--- config.mk ---
export PLATFORM = sky130hd
export DESIGN_NAME = cavlc_blk_seq_flat
export DESIGN_NICKNAME = d
export VERILOG_FILES = /design/src/rtl/cavlc_pkg.sv /design/src/rtl/cavlc_blk_seq_if.sv /design/src/rtl/cavlc_bitbuf.sv /design/src/rtl/cavlc_blk_seq.sv /design/src/flat_wrapper.sv
export SDC_FILE = /design/constraint.sdc
export NUM_CORES = 1
export LEC_CHECK = 0
export ABC_CLOCK_PERIOD_IN_PS = 4450
export BUFFER_PORTS_ARGS = -buffer_cell sky130_fd_sc_hd__buf_4
export CORE_MARGIN = 5
export CORE_UTILIZATION = 55
export CTS_BUF_LIST = sky130_fd_sc_hd__clkbuf_16
export DETAILED_ROUTE_END_ITERATION = 12
export PLACE_DENSITY = 0.73
export SYNTH_ARGS = -nofsm -noshare
export SYNTH_HDL_FRONTEND = slang
export SYNTH_SLANG_ARGS = --single-unit
--- constraint.sdc ---
create_clock -name clk -period 4.45 [get_ports clk]
set_input_delay 0.2225 -clock clk [delete_from_list [all_inputs] [get_ports clk]]
set_output_delay 0.2225 -clock clk [all_outputs]
set_load 0.01 [all_outputs]
--- src/rtl/cavlc_pkg.sv ---
// ============================================================================
// Module   : cavlc_pkg
// Desc     : Shared widths and FSM state encoding for the CAVLC block sequencer.
// Revision : 1.0
// ============================================================================
`default_nettype none

package cavlc_pkg;

    localparam int NC_W   = 6;
    localparam int MAXC_W = 5;
    localparam int LEN_W  = 5;
    localparam int LVL_W  = 7;
    localparam int WIN_W  = 16;

    typedef enum logic [1:0] {
        ST_LOAD  = 2'd0,
        ST_START = 2'd1,
        ST_RUN   = 2'd2,
        ST_DONE  = 2'd3
    } seq_state_e;

endpackage

`default_nettype wire

--- src/rtl/cavlc_blk_seq_if.sv ---
// ============================================================================
// Module   : cavlc_blk_seq_if
// Desc     : RBSP word stream and block descriptor handshakes of the sequencer.
// Revision : 1.0
// ============================================================================
`default_nettype none

interface cavlc_blk_seq_if
    import cavlc_pkg::*;
#(
    parameter int WORD_W = 32
);
    logic [WORD_W-1:0] s_word;
    logic              s_valid;
    logic              s_last;
    logic              s_ready;
    logic [NC_W-1:0]   d_nC;
    logic [MAXC_W-1:0] d_max;
    logic              d_valid;
    logic              d_ready;

    modport master (
        output s_word, s_valid, s_last, d_nC, d_max, d_valid,
        input  s_ready, d_ready
    );

    modport slave (
        input  s_word, s_valid, s_last, d_nC, d_max, d_valid,
        output s_ready, d_ready
    );
endinterface

`default_nettype wire

--- src/rtl/cavlc_bitbuf.sv ---
// ============================================================================
// Module   : cavlc_bitbuf
// Desc     : MSB-first bit buffer: shift out len bits, append a word at the tail.
// Revision : 1.0
// ============================================================================
`default_nettype none

module cavlc_bitbuf
    import cavlc_pkg::*;
#(
    parameter int WORD_W = 32,
    parameter int BUF_W  = 64
) (
    input  logic              clk,
    input  logic              rst_n,
    input  logic              push,
    input  logic [WORD_W-1:0] word,
    input  logic              pop,
    input  logic [LEN_W-1:0]  len,
    output logic [LVL_W-1:0]  level,
    output logic [WIN_W-1:0]  head,
    output logic              underrun
);

    // Bits at and beyond the fill level are kept zero, so the head window
    // is naturally zero-padded and shifting never drags stale data in.
    logic [BUF_W-1:0] bits_q, bits_d;
    logic [LVL_W-1:0] level_q, level_d;
    logic [LVL_W-1:0] len_ext;
    logic [LVL_W-1:0] lvl_shift;
    logic [BUF_W-1:0] shifted;
    logic [BUF_W-1:0] word_pos;

    always_comb begin
        len_ext   = LVL_W'(len);
        underrun  = pop && (len_ext > level_q);
        shifted   = bits_q;
        lvl_shift = level_q;
        if (pop) begin
            shifted   = bits_q << len;
            lvl_shift = underrun ? '0 : (level_q - len_ext);
        end
        // the new word lands right after the post-shift tail
        word_pos = {word, {(BUF_W-WORD_W){1'b0}}} >> lvl_shift;
        bits_d   = shifted;
        level_d  = lvl_shift;
        if (push) begin
            bits_d  = shifted | word_pos;
            level_d = lvl_shift + LVL_W'(WORD_W);
        end
    end

    always_ff @(posedge clk or negedge rst_n) begin
        if (!rst_n) begin
            bits_q  <= '0;
            level_q <= '0;
        end else begin
            bits_q  <= bits_d;
            level_q <= level_d;
        end
    end

    assign level = level_q;
    assign head  = bits_q[BUF_W-1 -: WIN_W];

endmodule

`default_nettype wire

--- src/rtl/cavlc_blk_seq.sv ---
// ============================================================================
// Module   : cavlc_blk_seq
// Desc     : Block sequencer and bitstream feeder for the CAVLC residual decoder.
//            Define CAVLC_SEQ_BITCNT_EN to add the blk_bits per-block bit count.
// Revision : 1.0
// ============================================================================
`default_nettype none

module cavlc_blk_seq
    import cavlc_pkg::*;
#(
    parameter int WORD_W = 32,
    parameter int BUF_W  = 64
) (
    input  logic              clk,
    input  logic              rst_n,
    cavlc_blk_seq_if.slave    bus,
    output logic              dec_ena,
    output logic              dec_start,
    output logic [WIN_W-1:0]  dec_rbsp,
    output logic [NC_W-1:0]   dec_nC,
    output logic [MAXC_W-1:0] dec_max,
    input  logic [LEN_W-1:0]  dec_len,
    input  logic              dec_idle,
    input  logic              dec_valid,
    output logic              blk_done,
    output logic [15:0]       blk_cnt,
    output logic              underflow,
    output logic [LVL_W-1:0]  level
`ifdef CAVLC_SEQ_BITCNT_EN
    ,
    output logic [9:0]        blk_bits
`endif
);

    seq_state_e        state_q, state_d;
    logic              eos_q, eos_d;
    logic [NC_W-1:0]   nc_q, nc_d;
    logic [MAXC_W-1:0] max_q, max_d;
    logic [15:0]       blk_cnt_q, blk_cnt_d;
    logic              underflow_q, underflow_d;

    logic [LVL_W-1:0]  lvl;
    logic              push;
    logic              pop;
    logic              underrun;
    logic              avail;
    logic              can_load;

    assign bus.s_ready = (lvl <= LVL_W'(BUF_W - WORD_W)) && !eos_q;
    assign push        = bus.s_valid && bus.s_ready;
    assign pop         = dec_ena && !dec_idle;
    assign avail       = (lvl >= LVL_W'(WIN_W)) || eos_q;
    // an exhausted stream must not launch another block
    assign can_load    = (lvl >= LVL_W'(WIN_W)) || (eos_q && (lvl != '0));

    cavlc_bitbuf #(
        .WORD_W (WORD_W),
        .BUF_W  (BUF_W)
    ) u_bitbuf (
        .clk      (clk),
        .rst_n    (rst_n),
        .push     (push),
        .word     (bus.s_word),
        .pop      (pop),
        .len      (dec_len),
        .level    (lvl),
        .head     (dec_rbsp),
        .underrun (underrun)
    );

    always_comb begin
        state_d     = state_q;
        nc_d        = nc_q;
        max_d       = max_q;
        blk_cnt_d   = blk_cnt_q;
        bus.d_ready = 1'b0;
        dec_start   = 1'b0;
        dec_ena     = 1'b0;
        blk_done    = 1'b0;
        case (state_q)
            ST_LOAD: begin
                if (bus.d_valid && can_load) begin
                    bus.d_ready = 1'b1;
                    nc_d        = bus.d_nC;
                    max_d       = bus.d_max;
                    state_d     = ST_START;
                end
            end
            ST_START: begin
                dec_start = 1'b1;
                dec_ena   = 1'b1;
                state_d   = ST_RUN;
            end
            ST_RUN: begin
                dec_ena = avail;
                if (dec_valid) begin
                    state_d = ST_DONE;
                end
            end
            ST_DONE: begin
                blk_done  = 1'b1;
                blk_cnt_d = blk_cnt_q + 16'd1;
                state_d   = ST_LOAD;
            end
            default: state_d = ST_LOAD;
        endcase
    end

    always_comb begin
        eos_d       = eos_q || (push && bus.s_last);
        underflow_d = underflow_q || underrun;
    end

    always_ff @(posedge clk or negedge rst_n) begin
        if (!rst_n) begin
            state_q     <= ST_LOAD;
            eos_q       <= 1'b0;
            nc_q        <= '0;
            max_q       <= '0;
            blk_cnt_q   <= '0;
            underflow_q <= 1'b0;
        end else begin
            state_q     <= state_d;
            eos_q       <= eos_d;
            nc_q        <= nc_d;
            max_q       <= max_d;
            blk_cnt_q   <= blk_cnt_d;
            underflow_q <= underflow_d;
        end
    end

    assign dec_nC    = nc_q;
    assign dec_max   = max_q;
    assign blk_cnt   = blk_cnt_q;
    assign underflow = underflow_q;
    assign level     = lvl;

`ifdef CAVLC_SEQ_BITCNT_EN
    logic [9:0] bit_acc_q, bit_acc_d;
    logic [9:0] blk_bits_q, blk_bits_d;

    always_comb begin
        bit_acc_d  = bit_acc_q;
        blk_bits_d = blk_bits_q;
        if (state_q == ST_START) begin
            bit_acc_d = '0;
        end
        if (pop) begin
            bit_acc_d = bit_acc_d + 10'(dec_len);
        end
        if (state_q == ST_DONE) begin
            blk_bits_d = bit_acc_q;
        end
    end

    always_ff @(posedge clk or negedge rst_n) begin
        if (!rst_n) begin
            bit_acc_q  <= '0;
            blk_bits_q <= '0;
        end else begin
            bit_acc_q  <= bit_acc_d;
            blk_bits_q <= blk_bits_d;
        end
    end

    assign blk_bits = blk_bits_q;
`endif

endmodule

`default_nettype wire

--- src/flat_wrapper.sv ---
// flat-port wrapper written by rule: the top's interface ports become plain ports
module cavlc_blk_seq_flat import cavlc_pkg::*;
#(
    parameter int WORD_W = 32,
    parameter int BUF_W  = 64
)
  (clk, rst_n, dec_ena, dec_start, dec_rbsp, dec_nC, dec_max, dec_len, dec_idle, dec_valid, blk_done, blk_cnt, underflow, level, bus_s_word, bus_s_valid, bus_s_last, bus_d_nC, bus_d_max, bus_d_valid, bus_s_ready, bus_d_ready);
  cavlc_blk_seq_if #(.WORD_W(WORD_W)) bus_i ();
  input  logic clk;
  input  logic rst_n;
  output logic dec_ena;
  output logic dec_start;
  output logic [WIN_W-1:0] dec_rbsp;
  output logic [NC_W-1:0] dec_nC;
  output logic [MAXC_W-1:0] dec_max;
  input  logic [LEN_W-1:0] dec_len;
  input  logic dec_idle;
  input  logic dec_valid;
  output logic blk_done;
  output logic [15:0] blk_cnt;
  output logic underflow;
  output logic [LVL_W-1:0] level;
  input wire logic [$bits(bus_i.s_word)-1:0] bus_s_word;
  input wire logic [$bits(bus_i.s_valid)-1:0] bus_s_valid;
  input wire logic [$bits(bus_i.s_last)-1:0] bus_s_last;
  input wire logic [$bits(bus_i.d_nC)-1:0] bus_d_nC;
  input wire logic [$bits(bus_i.d_max)-1:0] bus_d_max;
  input wire logic [$bits(bus_i.d_valid)-1:0] bus_d_valid;
  output wire logic [$bits(bus_i.s_ready)-1:0] bus_s_ready;
  output wire logic [$bits(bus_i.d_ready)-1:0] bus_d_ready;
  assign bus_i.s_word = bus_s_word;
  assign bus_i.s_valid = bus_s_valid;
  assign bus_i.s_last = bus_s_last;
  assign bus_i.d_nC = bus_d_nC;
  assign bus_i.d_max = bus_d_max;
  assign bus_i.d_valid = bus_d_valid;
  assign bus_s_ready = bus_i.s_ready;
  assign bus_d_ready = bus_i.d_ready;
  cavlc_blk_seq #(.WORD_W(WORD_W), .BUF_W(BUF_W)) u_core (.clk(clk), .rst_n(rst_n), .bus(bus_i), .dec_ena(dec_ena), .dec_start(dec_start), .dec_rbsp(dec_rbsp), .dec_nC(dec_nC), .dec_max(dec_max), .dec_len(dec_len), .dec_idle(dec_idle), .dec_valid(dec_valid), .blk_done(blk_done), .blk_cnt(blk_cnt), .underflow(underflow), .level(level));
endmodule
After elaboration in Yosys (flattened, before gate mapping)
Cells that the tools add are included.
Word-level totals
  register bits after elaboration: 102
  logic and storage cells: 52
  output and inout port bits: 56
Cells by class
  bitwise gates (word level): 1
  shifts and indexed selects: 2
  multiplexer cells: 13
  equal/unequal tests: 5
  reduce and logical (&&, ||, !) cells: 17
  $lt $le $gt $ge: 3
  add/sub/neg operators: 3
Operators by type and width (count)
  2-to-1 mux 64 bit: 2
  OR 64 bit: 1
  << shifter 64 x 5 -> 64 bit: 1
  >> shifter 64 x 7 -> 64 bit: 1
  2-to-1 mux 7 bit: 3
  adder 16 x 1 -> 16 bit (second input constant): 1
  one-hot mux 2 bit (4 select lines): 1
  adder 7 x 6 -> 7 bit (second input constant): 1
  >= comparator 7 x 5 -> 1 bit (second input constant): 1
  greater-than comparator 5 x 7 -> 1 bit: 1
  less-or-equal comparator 7 x 6 -> 1 bit (second input constant): 1
  logical AND 1 bit: 7
  nonzero test 7 bit: 1
  subtractor 7 x 5 -> 7 bit: 1
  == test 2 bit (second input constant): 2
  logical OR 1 bit: 4
  2-to-1 mux 1 bit: 4
  2-to-1 mux 2 bit: 2
  AND reduction 2 bit: 2
  == test 2 x 1 -> 1 bit (second input constant): 1
  logical NOT 1 bit: 2
  logical NOT 2 bit: 1
  != test 2 x 1 -> 1 bit (second input constant): 1
  != test 2 bit (second input constant): 1
  one-hot mux 1 bit (2 select lines): 1

Logic depth before layout (Yosys ltp)
  depth in word-level cells: 10
  depth in mapped cells: 18
  depth with buffers taken out: 15

By module
From an unflattened synthesis, not the netlist that was laid out.
Unflattened totals
  cell total of the unflattened synthesis: 1418
  area, all modules: 11404.7 µm²
By module, submodules not included
  cavlc_bitbuf: instances 1, sequential area each 1776.7 µm², area each 9930.8 µm², cells each 1299
  cavlc_blk_seq: instances 1, sequential area each 775.7 µm², area each 1473.9 µm², cells each 119

Least setup slack after synthesis
OpenSTA, ideal clock, no wires.
  path kind: in2reg
  start point: in dec_len[1]
  end point: reg u_core.u_bitbuf.bits_q[27]
  path slack: 0.397 ns
  cell stages on the path: 14
  arrival time: 3.967 ns
  cell sequence: clkbuf_1 clkbuf_1 clkbuf_1 inv_1 fa_1 a21o_1 a21o_1 a2111oi_0 mux2i_1 nand3_1 nor2_1 clkbuf_1 o211ai_1 o211ai_1
On the way
  cells in the longest elaborated chain, start to end: 7
  elaborated cells between the ends (all ways): 10
  classes of those cells: add/sub: 1; order compare: 1; shift: 2; mux: 4; bitwise: 1; reduce/logical: 1
RTL lines
  start, declared: RTL line flat_wrapper.sv:16  | input logic [LEN_W-1:0] dec_len;
  greater-than comparator 5 x 7 -> 1 bit: RTL line cavlc_bitbuf.sv:36  | underrun = pop && (len_ext > level_q);
  logical AND 1 bit: RTL line cavlc_bitbuf.sv:36
  2-to-1 mux 7 bit: RTL line cavlc_bitbuf.sv:41  | lvl_shift = underrun ? '0 : (level_q - len_ext);
  2-to-1 mux 7 bit: RTL line cavlc_bitbuf.sv:39  | if (pop) begin
  >> shifter 64 x 7 -> 64 bit: RTL line cavlc_bitbuf.sv:44  | word_pos = {word, {(BUF_W-WORD_W){1'b0}}} >> lvl_shift;
  OR 64 bit: RTL line cavlc_bitbuf.sv:48  | bits_d = shifted | word_pos;
  2-to-1 mux 64 bit *: RTL line cavlc_bitbuf.sv:47  | if (push) begin
  net u_core.u_bitbuf.bits_d[27]: RTL line cavlc_bitbuf.sv:27  | logic [BUF_W-1:0] bits_q, bits_d;
  end signal, assigned: RTL line cavlc_bitbuf.sv:58  | bits_q <= bits_d;
  end, declared: RTL line cavlc_bitbuf.sv:27
Mark *: on every way through the listed nets, which the timed path passes. The rest lies on a longest branch.
A chain may end at the register's enable or synchronous reset.

Final worst setup path
  start point: reg u_core.u_bitbuf.level_q[4] (netlist: u_core.u_bitbuf.level[4])
  end point: reg u_core.u_bitbuf.bits_q[8]
On the way
  cells in the longest elaborated chain, start to end: 10
  elaborated cells between the ends (all ways): 16
  classes of those cells: add/sub: 1; order compare: 3; shift: 1; mux: 5; bitwise: 1; reduce/logical: 5
RTL lines
  start, declared: RTL line cavlc_bitbuf.sv:28  | logic [LVL_W-1:0] level_q, level_d;
  start signal, assigned: RTL line cavlc_bitbuf.sv:59  | level_q <= level_d;
  >= comparator 7 x 5 -> 1 bit: RTL line cavlc_blk_seq.sv:53  | assign avail = (lvl >= LVL_W'(WIN_W)) || eos_q;
  logical OR 1 bit: RTL line cavlc_blk_seq.sv:53
  one-hot mux 1 bit (2 select lines): RTL line cavlc_blk_seq.sv:81  | case (state_q)
  logical AND 1 bit: RTL line cavlc_blk_seq.sv:52  | assign pop = dec_ena && !dec_idle;
  logical AND 1 bit: RTL line cavlc_bitbuf.sv:36
  2-to-1 mux 7 bit: RTL line cavlc_bitbuf.sv:41
  2-to-1 mux 7 bit: RTL line cavlc_bitbuf.sv:39
  >> shifter 64 x 7 -> 64 bit: RTL line cavlc_bitbuf.sv:44
  OR 64 bit: RTL line cavlc_bitbuf.sv:48
  2-to-1 mux 64 bit *: RTL line cavlc_bitbuf.sv:47
  net u_core.u_bitbuf.bits_d[8]: RTL line cavlc_bitbuf.sv:27
Marks and branches as above.

==> impl_results.md <==
- Worst-Skew Late Latency: between 0.3 and 0.4 ns
- Mean Syn Cell Area: around 8 µm²
- RSZ-0062 raised after global routing: no
- Post-route ant nets: 0
- Mux contribution to synthesized area: roughly a quarter
- Slew Viols, Final: 0
- Total congestion overflow: 0
- Drt drc: 0
- Crit Path Max Fanout: 34
- Via count: around 11000
- First DRT Iteration DRCs: between 1000 and 1500
- Fillers: roughly 1700
- Vias in the first global route: approximately 9900
- Most common cell in the synthesized netlist: nand2_1
- Hold Path Class: in2reg
- Root Driver: clkbuf_16
- Final core occ: 62.8%
- Fmax: 236 MHz
- Num CTS Buffers: 9
- Fin Setup TNS: 0 ns
- DP HPWL: about 27000 µm
- Max Cap Viol: 0
- Synth Cell Area: 10200 µm²
- Worst setup SP type: flop
- Yosys warnings: 0
- Final GP Congestion: between 1 and 1.5
- Status: finished, final reports clean
- Core Region: around 18000 µm²
- Clk_skew: around 0.0088 ns
- Die Span X: about 150 µm
- Area of the multi-input gates: 7090 µm²
- Top-area cell type share of the netlist area: 24.9%
- Worst IR drop on VDD: just under 1000 µV
- Largest family of logic cells by synthesized area: multiplexers
- Post-synthesis cell count: 1276
- Die height: roughly 150 µm
- Share of layout cells above drive strength 1: a little under a fifth
- Power Dens Cells: ~800 nW/µm²
- First-pass GRT wire length: 56500 µm
- EDFF count, synth: 0
- Slew margin rel.: a little over a quarter
- TritonCTS clock tree: done
- Tmin final: 4.24 ns
- Cell Rows: 49
- Nets: about 1400
- Worst Max-Slew Pin Slew: between 1 and 1.5 ns
- Initial Utilization: 56.4%
- DIE AREA: around 21000 µm²
- All-layer global routing usage: approximately 33%
- # IOs: about 110
- Final cycle utilization of the critical path: 95.2%
- Post-Synth Adder-Cell Area: roughly 1.4%
- Sequential cell area fraction in the yosys report: between 20% and 30%
- Ys flop type: dfrtp_1
- CP required: approximately 4.6 ns
- Worst EP arrival: between 4 and 5 ns
- Largest net degree at the start of global routing: 87
- Mapped Nets: between 1000 and 1500
- Drt wl/cell: around 23 µm
- Via density: about 6.8
- Worst-path clk slew: about 0.08 ns
- Reg area: 2550 µm²
- Synth Area in XOR/XNOR: approximately 1.6%
- Top post-synthesis cells by count: nand2_1, nor2_1, mux2i_1
- H-tree Lvls: 3
- Ant diodes: 0
- Final Hold Viols: 0
- CTS Buffer Depth: 2
- Seq cells post-synth: 102
- Number of clock sinks: between 100 and 150
- Synth area leaders: dfrtp_1, mux2i_1, mux4_2, nand2_1, nor2_1
- Antenna violations before repair: 0
- CP Capture Type: flop
- DRT Pass-1 Iters: 6
- Synth Area in Simple Gates: 20.0%
- Routed WL: ~36000 µm
- Area Growth Syn to Fin: 11.4%
- Critical Setup Path Class: reg2reg
- Post-synthesis compound-gate area fraction: around 20%
- Yosys cell types: 66
- Input/output buffers: 110
- Setup-failing EPs final: 0
- Static leakage: approximately 5.4 nW
- Async set or reset register ratio after synthesis: 100%
- Yosys top cell by area: dfrtp_1
metrics by stage:
step	instance area, µm²	total power, W	setup slack (ns)	std cells	hold slack [ns]
6_report	11400	0.00909	0.214	1551	0.0476
5_1_grt	11400	0.00955	0.0749	1551	0.0570
4_1_cts	11400	0.00886	0.323	1551	0.0428
3_5_place_dp	11100	0.00805	0.303	1534	0.349
3_3_place_gp	11100	0.00800	0.372	1534	0.342
2_1_floorplan	10200	0.00599	0.397	1276	-0.0731
final timing paths:
| kind | from | to | slack (ns) | cells after the start |
|---|---|---|---|---|
| max in group asynchronous | rst_n | u_core.u_bitbuf.bits_q[17] | 2.82 | 3 |
| min reg2reg | u_core.underflow | u_core.underflow | 0.47 | 1 |
| max reg2reg | u_core.u_bitbuf.level[4] | u_core.u_bitbuf.bits_q[8] | 0.21 | 11 |
| min in group asynchronous | rst_n | u_core.blk_cnt[9] | 0.52 | 2 |
| max | u_core.u_bitbuf.level[4] | u_core.u_bitbuf.bits_q[8] | 0.21 | 11 |
| min | bus_d_max[1] | u_core.dec_max[1] | 0.05 | 3 |
worst max-delay path, cell delays in order, from the launching register on:
cell,delay [ns]
dfrtp_1,0.47
or4_4,0.60
a21oi_4,0.38
nor2_2,0.08
a22oi_4,0.18
buf_12,0.25
mux2i_1,0.30
mux2i_1,0.18
mux2i_1,0.39
nor2_1,0.12
a2111oi_0,0.93
o21ai_0,0.17
sequential cells by signal (all words and copies together), names as in the netlist:
name                    cells
u_core.u_bitbuf.bits_q     64
u_core.blk_cnt             16
u_core.u_bitbuf.level       7
u_core.dec_nC               6
u_core.dec_max              5
u_core.state_q              2
u_core.eos_q                1
u_core.underflow            1
layout by cell type, fill, tap and decap left out, types with 3 or more instances in the layout:
master,instances
a221o_1,7
a31oi_1,22
nor4_1,3
o221ai_1,22
nand4_1,6
mux2_2,21
a21o_1,6
o211ai_1,6
clkinvlp_4,3
a221oi_1,4
clkbuf_16,9
a211oi_1,22
nor2b_1,9
and3_1,7
mux2i_1,137
a311oi_1,4
nand2_1,254
xor2_1,4
o21ai_0,73
a22oi_1,14
o31a_1,5
nor3_1,24
a2111oi_0,3
inv_1,16
a21oi_1,70
mux4_2,47
o22ai_1,15
and2_1,9
buf_4,141
ha_1,10
o21a_1,5
o31ai_1,5
nor2_1,144
xnor2_1,15
nand3_1,30
clkinv_1,4
dfrtp_1,102
layer usage:
layer | GRT usage [%] | wire length (µm) | up-vias
met5 | 0 | 0 | -
met1 | 46.2 | 14600 | 4984
met3 | 8.15 | 4090 | 97
met2 | 50.6 | 16300 | 713
met4 | 11.2 | 1330 | 0
li1 | - | - | 4731
power breakdown:
group | switching (W) | total [W] | internal (W) | leakage, nW
combinational | 0.00402 | 0.00650 | 0.00248 | 3.99
sequential | 0.000503 | 0.00181 | 0.00130 | 1.28
clock | 0.000388 | 0.000773 | 0.000386 | 0.128
logic make-up (layout without fill, tap and decap cells):
kind of cell / count (synthesis) / in the layout
AO/OA/AOI/OAI: 307 / 307
XOR/XNOR: 19 / 19
adder cells (fa/ha/maj): 11 / 11
buffers and inverters: 135 / 181
flip-flops: 102 / 102
multiplexers: 206 / 206
AND/OR/NAND/NOR: 496 / 496
final cells by class:
type | count | area share [%]
Tap cell | 229 | 2.51
Multi-Input combinational cell | 1039 | 62.2
Inverter | 21 | 0.691
Timing Repair Buffer | 144 | 9.72
Clock inverter | 7 | 0.527
Clock buffer | 9 | 1.97
Sequential cell | 102 | 22.4
what timing repair did:
action,CTS,global route
setup buffers,0,0
hold buffers,1,0
hold endpoints to repair,43,0
endpoints found under the setup margin,0,3
gates resized for setup,0,1
(Power assumes the default switching activity.)
